==> src/rtl/systolic_pkg.sv <==
// Shared constants, result type and bus helpers for the systolic array slice.
package systolic_pkg;

    localparam int unsigned COLS  = 8;
    localparam int unsigned MAC_W = 19;
    localparam int unsigned X_W   = 8;
    localparam int unsigned W_W   = 8;

    typedef logic signed [MAC_W-1:0] mac_t;

    // Extract column c from a packed COLS*MAC_W bus.
    function automatic mac_t col_slice(input logic [COLS*MAC_W-1:0] bus,
                                       input int unsigned           c);
        return mac_t'(bus[c*MAC_W +: MAC_W]);
    endfunction

endpackage

==> src/rtl/drain_col_fifo.sv <==
// Single-column result FIFO for the drain collector; reports refused pushes.
module drain_col_fifo
    import systolic_pkg::*;
#(
    parameter int unsigned W     = MAC_W,
    parameter int unsigned DEPTH = 16
) (
    input  logic         clk_i,
    input  logic         rst_i,
    input  logic         clr_i,
    input  logic         push_i,
    input  logic [W-1:0] data_i,
    input  logic         pop_i,
    output logic [W-1:0] head_o,
    output logic         empty_o,
    output logic         full_o,
    output logic         drop_o
);

    localparam int unsigned AW = $clog2(DEPTH);

    logic [AW:0]  wr_ptr;
    logic [AW:0]  rd_ptr;
    logic [W-1:0] mem [DEPTH];
    logic         do_pop;
    logic         do_push;

    assign empty_o = (wr_ptr == rd_ptr);
    assign full_o  = (wr_ptr[AW] != rd_ptr[AW]) && (wr_ptr[AW-1:0] == rd_ptr[AW-1:0]);

    // A pop in the same cycle frees the head slot, so a full FIFO may still accept.
    assign do_pop  = pop_i && !empty_o && !clr_i;
    assign do_push = push_i && (!full_o || do_pop) && !clr_i;
    assign drop_o  = push_i && !clr_i && full_o && !do_pop;

    assign head_o  = mem[rd_ptr[AW-1:0]];

    // Pointer update; clear empties the FIFO and overrides push/pop.
    always_ff @(posedge clk_i or negedge rst_i) begin
        if (!rst_i) begin
            wr_ptr <= '0;
            rd_ptr <= '0;
        end else if (clr_i) begin
            wr_ptr <= '0;
            rd_ptr <= '0;
        end else begin
            if (do_push) wr_ptr <= wr_ptr + (AW+1)'(1);
            if (do_pop)  rd_ptr <= rd_ptr + (AW+1)'(1);
        end
    end

    // Storage write; zeroed on reset so the idle head reads as 0.
    always_ff @(posedge clk_i or negedge rst_i) begin
        if (!rst_i) begin
            for (int unsigned i = 0; i < DEPTH; i++) mem[i] <= '0;
        end else if (do_push) begin
            mem[wr_ptr[AW-1:0]] <= data_i;
        end
    end

endmodule

==> src/rtl/systolic_drain.sv <==
// Bottom-edge collector: deskews column results into aligned rows with ready/valid.
module systolic_drain
    import systolic_pkg::*;
#(
    parameter int unsigned COLS  = systolic_pkg::COLS,
    parameter int unsigned MAC_W = systolic_pkg::MAC_W,
    parameter int unsigned DEPTH = 16,
    parameter int unsigned ROWS  = 8
) (
    input  logic                     clk_i,
    input  logic                     rst_i,
    input  logic [COLS*MAC_W-1:0]    mac_i,
    input  logic [COLS-1:0]          mac_v_i,
    input  logic                     clr_i,
    output logic [COLS*MAC_W-1:0]    out_data_o,
    output logic                     out_valid_o,
    input  logic                     out_ready_i,
    output logic [$clog2(ROWS)-1:0]  out_idx_o,
    output logic                     out_last_o,
    output logic                     ovf_o
);

    localparam int unsigned IW = $clog2(ROWS);
    localparam logic [IW-1:0] LAST_IDX = IW'(ROWS - 1);

    logic [COLS-1:0] col_empty;
    logic [COLS-1:0] col_full_unused;
    logic [COLS-1:0] col_drop;
    logic            pop;

    for (genvar c = 0; c < COLS; c++) begin : g_col
        drain_col_fifo #(
            .W     (MAC_W),
            .DEPTH (DEPTH)
        ) u_fifo (
            .clk_i   (clk_i),
            .rst_i   (rst_i),
            .clr_i   (clr_i),
            .push_i  (mac_v_i[c]),
            .data_i  (mac_i[c*MAC_W +: MAC_W]),
            .pop_i   (pop),
            .head_o  (out_data_o[c*MAC_W +: MAC_W]),
            .empty_o (col_empty[c]),
            .full_o  (col_full_unused[c]),
            .drop_o  (col_drop[c])
        );
    end

    // A row exists only once every column holds at least one entry.
    assign out_valid_o = &(~col_empty);
    assign pop         = out_valid_o && out_ready_i;
    assign out_last_o  = out_valid_o && (out_idx_o == LAST_IDX);

    // Row index within the tile, advancing on each accepted row.
    always_ff @(posedge clk_i or negedge rst_i) begin
        if (!rst_i) begin
            out_idx_o <= '0;
        end else if (clr_i) begin
            out_idx_o <= '0;
        end else if (pop) begin
            out_idx_o <= (out_idx_o == LAST_IDX) ? '0 : out_idx_o + IW'(1);
        end
    end

    // Sticky loss flag; clear wins over a same-cycle drop.
    always_ff @(posedge clk_i or negedge rst_i) begin
        if (!rst_i) begin
            ovf_o <= 1'b0;
        end else if (clr_i) begin
            ovf_o <= 1'b0;
        end else if (|col_drop) begin
            ovf_o <= 1'b1;
        end
    end

endmodule

==> config.mk <==
export PLATFORM = sky130hd
export DESIGN_NAME = systolic_drain
export DESIGN_NICKNAME = d
export VERILOG_FILES = /design/src/rtl/systolic_pkg.sv /design/src/rtl/drain_col_fifo.sv /design/src/rtl/systolic_drain.sv
export SDC_FILE = /design/constraint.sdc
export NUM_CORES = 2
export LEC_CHECK = 0
export BUFFER_PORTS_ARGS = -buffer_cell sky130_fd_sc_hd__buf_2
export CORE_ASPECT_RATIO = 0.7
export CORE_MARGIN = 4
export CORE_UTILIZATION = 35
export CTS_BUF_LIST = sky130_fd_sc_hd__clkbuf_8
export DETAILED_ROUTE_END_ITERATION = 10
export SYNTH_ARGS = -nofsm -noshare
export SYNTH_HDL_FRONTEND = slang
export SYNTH_HIERARCHICAL = 1
export SYNTH_SLANG_ARGS = --single-unit
==> constraint.sdc <==
create_clock -name clk_i -period 5.45 [get_ports clk_i]
set_input_delay 0.2725 -clock clk_i [delete_from_list [all_inputs] [get_ports clk_i]]
set_output_delay 0.2725 -clock clk_i [all_outputs]
set_load 0.02 [all_outputs]
Word level (Yosys, flattened, before mapping)
Cells that the tools add are included.
- bits in registers: 2516
- bits of input ports: 164
- output and inout bits: 158
- word-level logic and storage cells: 441
- $add $sub $neg: 17
- magnitude comparators: 24
- equal/unequal tests: 25
- mux-type cells: 85
- bitwise operators: 17
- reduce and logical (&&, ||, !) cells: 127
- operator list (cell ; number):
    304-bit bitwise mux ; 8
    19-bit binary-select mux with 4-bit select ; 8
    19-bit demux with 4-bit select ; 8
    19-bit two-way mux ; 24
    5-bit two-way mux ; 32
    5-bit by 1-bit adder with 5-bit output, second input constant ; 16
    5-bit greater-or-equal comparator, second input constant ; 16
    4-bit inverter with 5-bit output ; 16
    1-bit logical AND ; 74
    5-bit == test ; 8
    5-bit by 1-bit less-than comparator with 1-bit output, second input constant ; 8
    2-bit nonzero test ; 18
    4-bit == test ; 8
    1-bit logical NOT ; 25
    3-bit two-way mux ; 3
    1-bit logical OR ; 8
    1-bit != test ; 8
    8-bit inverter ; 1
    8-bit AND reduction ; 1
    8-bit OR reduction ; 1
    3-bit by 1-bit adder with 3-bit output, second input constant ; 1
    3-bit == test, second input constant ; 1
    1-bit two-way mux ; 2

Logic depth before layout (Yosys ltp)
- depth in word-level cells: 11
- depth in mapped cells: 12
- gate-level depth less buffers: 9

Hierarchy
The synthesis kept the hierarchy.
- modules (own cells, without submodules) (module ; times used ; cells each ; area each (sq um) ; seq. area each (sq um)):
    drain_col_fifo (g_col[1].u_fifo ...) ; 7 ; 996 ; 14742.9 ; 7857.5
    drain_col_fifo (g_col[0].u_fifo) ; 1 ; 916 ; 15143.3 ; 7857.5
    systolic_drain ; 1 ; 25 ; 266.5 ; 100.1

Worst setup path after synthesis
OpenSTA, ideal clock, no wires.
- kind: reg2reg
- start: reg g_col[0].u_fifo.rd_ptr[1]
- end: reg g_col[0].u_fifo/mem[255] in the netlist's numbering
- setup time: 0.125 ns
- arrival time: 3.718 ns
- data required time: 5.325 ns
- setup slack: 1.607 ns
- stages on the path, launching flop included: 13
- path buffers: 3
- period minus slack after synthesis: 3.843 ns
- cell sequence: dfrtp_1 -> buf_6 -> xor2_1 -> nor4_4 -> and2_1 -> or4_1 -> nor3_4 -> a21oi_1 -> nand2_4 -> buf_12 -> nand4_4 -> buf_12 -> mux2_4
- longest elaborated chain between the ends: 9
- elaborated cells on any way between the ends: 13
- those cells by class: eq/ne: 2; bitwise: 1; reduce/logical: 10
- ends and longest elaborated chain (what ; line ; source):
    start, declared ; drain_col_fifo.sv:23 ; logic [AW:0] rd_ptr;
    start signal, assigned ; drain_col_fifo.sv:48 ; if (do_pop) rd_ptr <= rd_ptr + (AW+1)'(1);
    5-bit == test ; drain_col_fifo.sv:28 ; assign empty_o = (wr_ptr == rd_ptr);
    net col_empty[0] ; systolic_drain.sv:26 ; logic [COLS-1:0] col_empty;
    8-bit inverter ; systolic_drain.sv:50 ; assign out_valid_o = &(~col_empty);
    8-bit AND reduction ; systolic_drain.sv:50 ;
    1-bit logical AND ; systolic_drain.sv:51 ; assign pop = out_valid_o && out_ready_i;
    net pop ; systolic_drain.sv:29 ; logic pop;
    1-bit logical AND (2 in series) ; drain_col_fifo.sv:32 ; assign do_pop = pop_i && !empty_o && !clr_i;
    1-bit logical OR ; drain_col_fifo.sv:33 ; assign do_push = push_i && (!full_o || do_pop) && !clr_i;
    1-bit logical AND (2 in series) ; drain_col_fifo.sv:33 ;
    end signal, assigned by index ; drain_col_fifo.sv:57 ; mem[wr_ptr[AW-1:0]] <= data_i;
    end, declared ; drain_col_fifo.sv:24 ; logic [W-1:0] mem [DEPTH];
The timed path passes the listed nets, and every way through them passes these cells.
A chain may end at the register's enable or synchronous reset.

Worst setup path after layout
- start: reg g_col[0].u_fifo.rd_ptr[0]
- end: out out_data_o[8]
- longest elaborated chain between the ends: 4
- ends and longest elaborated chain (what ; line ; source):
    4-bit inverter with 5-bit output (implied by the code) ; drain_col_fifo.sv:36 ; assign head_o = mem[rd_ptr[AW-1:0]];
    19-bit binary-select mux with 4-bit select ; drain_col_fifo.sv:36 ;
    19-bit two-way mux (implied by the code) (2 in series) ; drain_col_fifo.sv:36 ;
    end, declared ; systolic_drain.sv:15 ; output logic [COLS*MAC_W-1:0] out_data_o,
No other way between the ends. The select of a mux whose other input is x is not followed.

==> insert_results.sql <==
INSERT INTO impl_metrics (metric_group, metric, value, unit) VALUES
('critical_path', 'cp-end-kind', 'output pin', ''),
('synth', 'sequential_share_of_the_synthesized_area', '53.1', '%'),
('clock_tree', 'cts-buffers-inserted', '409', ''),
('synth', 'asyncSetResetFlopFracSynth', '100', '%'),
('critical_path', 'largest_stage_delay_on_the_critical_path', '0.81', 'ns'),
('timing', 'timing.setup.tns', '0', 'ns'),
('place', 'place_ws', '0.992', 'ns'),
('timing', 'rsz0062_at_grt', 'false', ''),
('route', 'postRouteWirelength', '317000', 'um'),
('synth', 'synth.area.top_cells', 'sky130_fd_sc_hd__dfrtp_1 (53%), sky130_fd_sc_hd__mux2_2 (23%), sky130_fd_sc_hd__mux4_2 (6.5%)', ''),
('route', 'final_antenna_net_count', '0', ''),
('status', 'status', 'completed', ''),
('critical_path', 'worstPathArrival', '4.42', 'ns'),
('critical_path', 'r2r-start', 'g_col[5].u_fifo/wr_ptr[2]', ''),
('clock_tree', 'number_of_sinks_on_the_clock_net', '2516', ''),
('synth', 'yosys_most_used_dff', 'sky130_fd_sc_hd__dfrtp_1', ''),
('synth', 'yosys.area.top_type_share', '53.1', '%'),
('route', 'drt_wl_cell', '24.1', 'um'),
('critical_path', 'worst-endpoint-required', '5.18', 'ns'),
('finish', 'post_route_cells_drive_above_1_share', '48.1', '%'),
('critical_path', 'timing.critical_path.max_delay_family', 'buffers and inverters', ''),
('pwr', 'leakagePower', '62.3', 'nW'),
('route', 'drt-pass1-iter-count', '6', ''),
('timing', 'min_period', '4.69', 'ns'),
('critical_path', 'cp_num_buf_inv', '3', ''),
('place', 'dp_hpwl', '187000', 'um'),
('finish', 'postLayoutCoreUtil', '39.7', '%'),
('route', 'drt_iter0_drc', '3911', ''),
('critical_path', 'crit_chain', 'buf_4 > buf_4 > mux4_2 > nor2b_1 > a211oi_1 > a21oi_1 > buf_2', ''),
('place', 'port-buffer-count', '321', ''),
('route', 'post_drt_via_cell_ratio', '5.32', ''),
('pwr', 'internal_power', '31.4', 'mW'),
('hold_path', 'worstHoldPathType', 'in2async', ''),
('place', 'finalWeightedCongestion', '0.764', ''),
('run', 'max-cap-violations', '0', ''),
('global_routing', 'grt_first_pass_wirelength', '482000', 'um'),
('route', 'routed-via-count', '70200', ''),
('clock_tree', 'ctsRootBufferMaster', 'sky130_fd_sc_hd__clkbuf_8', ''),
('pwr', 'p_sw', '11.2', 'mW'),
('clock_tree', 'htree_levels', '5', ''),
('timing', 'fmax', '0.213', 'GHz'),
('synth', 'yosys.area.top_type', 'sky130_fd_sc_hd__dfrtp_1', ''),
('die', 'chipHeight', '495', 'um'),
('synth', 'synth_edf_count', '0', ''),
('finish', 'multi_input_area', '0.0521', 'mm2'),
('pwr', 'power_frac_seq', '49.1', '%'),
('timing', 'min_period_over_period', '86.1', '%'),
('die', 'placeableCoreArea', '0.337', 'mm2'),
('clock_tree', 'cts_max_path_buffers', '4', ''),
('timing', 'worstMarginPinSlew', '1.23', 'ns'),
('critical_path', 'crit_path_top_delay_cell', 'sky130_fd_sc_hd__buf_4', ''),
('pwr', 'swShare', '26.3', '%'),
('critical_path', 'critical_path.startpoint', 'g_col[0].u_fifo/rd_ptr[0]', ''),
('route', 'drt_drc_violations_left', '0', ''),
('synth', 'synth_fp_nets', '8119', ''),
('die', 'fp.dieW', '704', 'um'),
('die', 'initial_core_util', '35.2', '%'),
('clock_tree', 'cts_repair_resizes', '0', ''),
('critical_path', 'critical-path-top-cell-by-count', 'sky130_fd_sc_hd__buf_4', ''),
('finish', 'layout-area-overhead-vs-synth', '12.7', '%'),
('global_routing', 'grt_pass1_vias', '75200', ''),
('timing', 'slew_headroom', '17.8', '%'),
('pwr', 'clock_power_share', '39.4', '%'),
('critical_path', 'timing.critical_path.from_type', 'flip-flop', ''),
('timing', 'report.final.hold_viol_count', '0', ''),
('synth', 'synth.lib_cells_used.distinct', '51', ''),
('die', 'core.rowCount', '178', ''),
('timing', 'timing_max_transition_violations_final', '0', ''),
('global_routing', 'grt_antenna_before_repair', '54', ''),
('finish', 'layout.cells.most_common_list', 'sky130_fd_sc_hd__dfrtp_1 (2498), sky130_fd_sc_hd__mux2_2 (2465), sky130_fd_sc_hd__clkbuf_8 (514), sky130_fd_sc_hd__mux2i_1 (436), sky130_fd_sc_hd__mux4_2 (342)', ''),
('synth', 'yosys_warn_count', '6', '');
power by group through the flow:
| stage | registers, mW | logic, mW | clock network (mW) |
|---|---|---|---|
| finish | 21.0 | 4.90 | 16.8 |
| global route | 21.1 | 5.32 | 18.2 |
| CTS | 21.0 | 5.01 | 17.4 |
| detailed placement | 21.3 | 4.87 | 0 |
| global placement | 21.2 | 4.71 | 0 |
| floorplan | 21.0 | 3.16 | 0 |
routing by layer:
metal / wire length [um] / share of wire [%] / track usage (%) / vias to the layer above
met1: 146000 / 46 / 25.2 / 37600
met4: 9300 / 2.9 / 5.26 / 12
met2: 148000 / 47 / 28.7 / 1496
met5: 77 / 0.024 / 0 / -
li1: - / - / - / 30500
met3: 13700 / 4.3 / 2.87 / 590
sequential cells by signal (all words and copies together) (netlist names):
signal / flops
ovf_o: 1
out_idx_o: 3
g_col.u_fifo/rd_ptr: 40
g_col.u_fifo/mem: 2432
g_col.u_fifo/wr_ptr: 40
worst paths after layout:
path / to / slack [ns] / depth (start not counted)
max: out_data_o[8] / 0.76 / 7
min: g_col[4].u_fifo/mem[217] / 0.09 / 3
max reg2reg: g_col[0].u_fifo/mem[178] / 0.98 / 10
min reg2reg: g_col[6].u_fifo/mem[74] / 0.49 / 1
max in group asynchronous: g_col[0].u_fifo/mem[149] / 4.02 / 4
min in group clk_i: g_col[1].u_fifo/rd_ptr[2] / 0.22 / 8
Yosys cell counts (2+ instances only):
cell	instances
sky130_fd_sc_hd__and3_1	23
sky130_fd_sc_hd__a21boi_2	7
sky130_fd_sc_hd__nand4_1	2
sky130_fd_sc_hd__nand2_2	29
sky130_fd_sc_hd__nor3_1	2
sky130_fd_sc_hd__nor3_4	8
sky130_fd_sc_hd__xnor2_1	57
sky130_fd_sc_hd__nand2b_1	4
sky130_fd_sc_hd__nand2_1	156
sky130_fd_sc_hd__inv_1	25
sky130_fd_sc_hd__a21boi_0	16
sky130_fd_sc_hd__and2_1	32
sky130_fd_sc_hd__xor2_2	7
sky130_fd_sc_hd__buf_4	17
sky130_fd_sc_hd__nor2b_1	42
sky130_fd_sc_hd__xor2_1	25
sky130_fd_sc_hd__a221oi_1	133
sky130_fd_sc_hd__nand4_2	16
sky130_fd_sc_hd__nor3b_4	7
sky130_fd_sc_hd__nand3_1	15
sky130_fd_sc_hd__nand4_4	80
sky130_fd_sc_hd__mux2_1	7
sky130_fd_sc_hd__buf_12	11
sky130_fd_sc_hd__mux2i_1	436
sky130_fd_sc_hd__a22oi_1	133
sky130_fd_sc_hd__clkbuf_1	305
sky130_fd_sc_hd__mux2_4	101
sky130_fd_sc_hd__buf_2	111
sky130_fd_sc_hd__nand2_4	11
sky130_fd_sc_hd__a211oi_1	19
sky130_fd_sc_hd__mux2_2	2465
sky130_fd_sc_hd__buf_8	7
sky130_fd_sc_hd__nor4_4	8
sky130_fd_sc_hd__nor2_1	82
sky130_fd_sc_hd__ha_1	42
sky130_fd_sc_hd__a31o_2	8
sky130_fd_sc_hd__buf_6	75
sky130_fd_sc_hd__nor4bb_1	8
sky130_fd_sc_hd__buf_1	29
sky130_fd_sc_hd__o21ai_0	266
sky130_fd_sc_hd__a21oi_1	193
sky130_fd_sc_hd__dfrtp_1	2516
sky130_fd_sc_hd__mux4_2	342
sky130_fd_sc_hd__clkbuf_8	28
cells by family after synthesis:
logic type / Yosys count / synth area share (%)
xor gates and xnor gates: 89 / 0.702
adders and majority gates: 42 / 0.443
AOI/OAI and AO/OA: 777 / 4.13
buffers and inverters: 608 / 3.02
DFF: 2516 / 53.1
muxes: 3351 / 34.9
and+or+nand+nor: 530 / 3.70
what timing repair did:
item	CTS	global route
endpoints found under the setup margin	0	0
hold buffers	163	0
endpoints found under the hold margin	3747	0
metrics by stage:
stage | instances | instance area (um2) | power, mW | hold WS (ns)
final | 13200 | 134000 | 42.7 | 0.0938
after global routing | 13200 | 134000 | 44.7 | 0.0925
after CTS | 13200 | 134000 | 43.4 | 0.0455
after detailed placement | 12300 | 124000 | 26.2 | 0.313
after global placement | 12300 | 124000 | 25.9 | 0.308
after floorplan | 7913 | 119000 | 24.2 | -0.0231
area by class of cell:
class / count / share of cell area (%)
flip-flops and latches: 2516 / 47.1
multi-input cells: 4789 / 39.0
clock buffers: 514 / 5.29
well taps: 4500 / 4.21
repair buffers: 604 / 3.29
clock inverters: 209 / 0.968
inverters: 25 / 0.0702
diodes: 24 / 0.0449
tightest hold or removal path: stages:
cell                            delay (ns)
sky130_fd_sc_hd__dlygate4sd3_1        0.58
sky130_fd_sc_hd__buf_12               0.33
sky130_fd_sc_hd__buf_16               0.30
(Power assumes the default switching activity.)
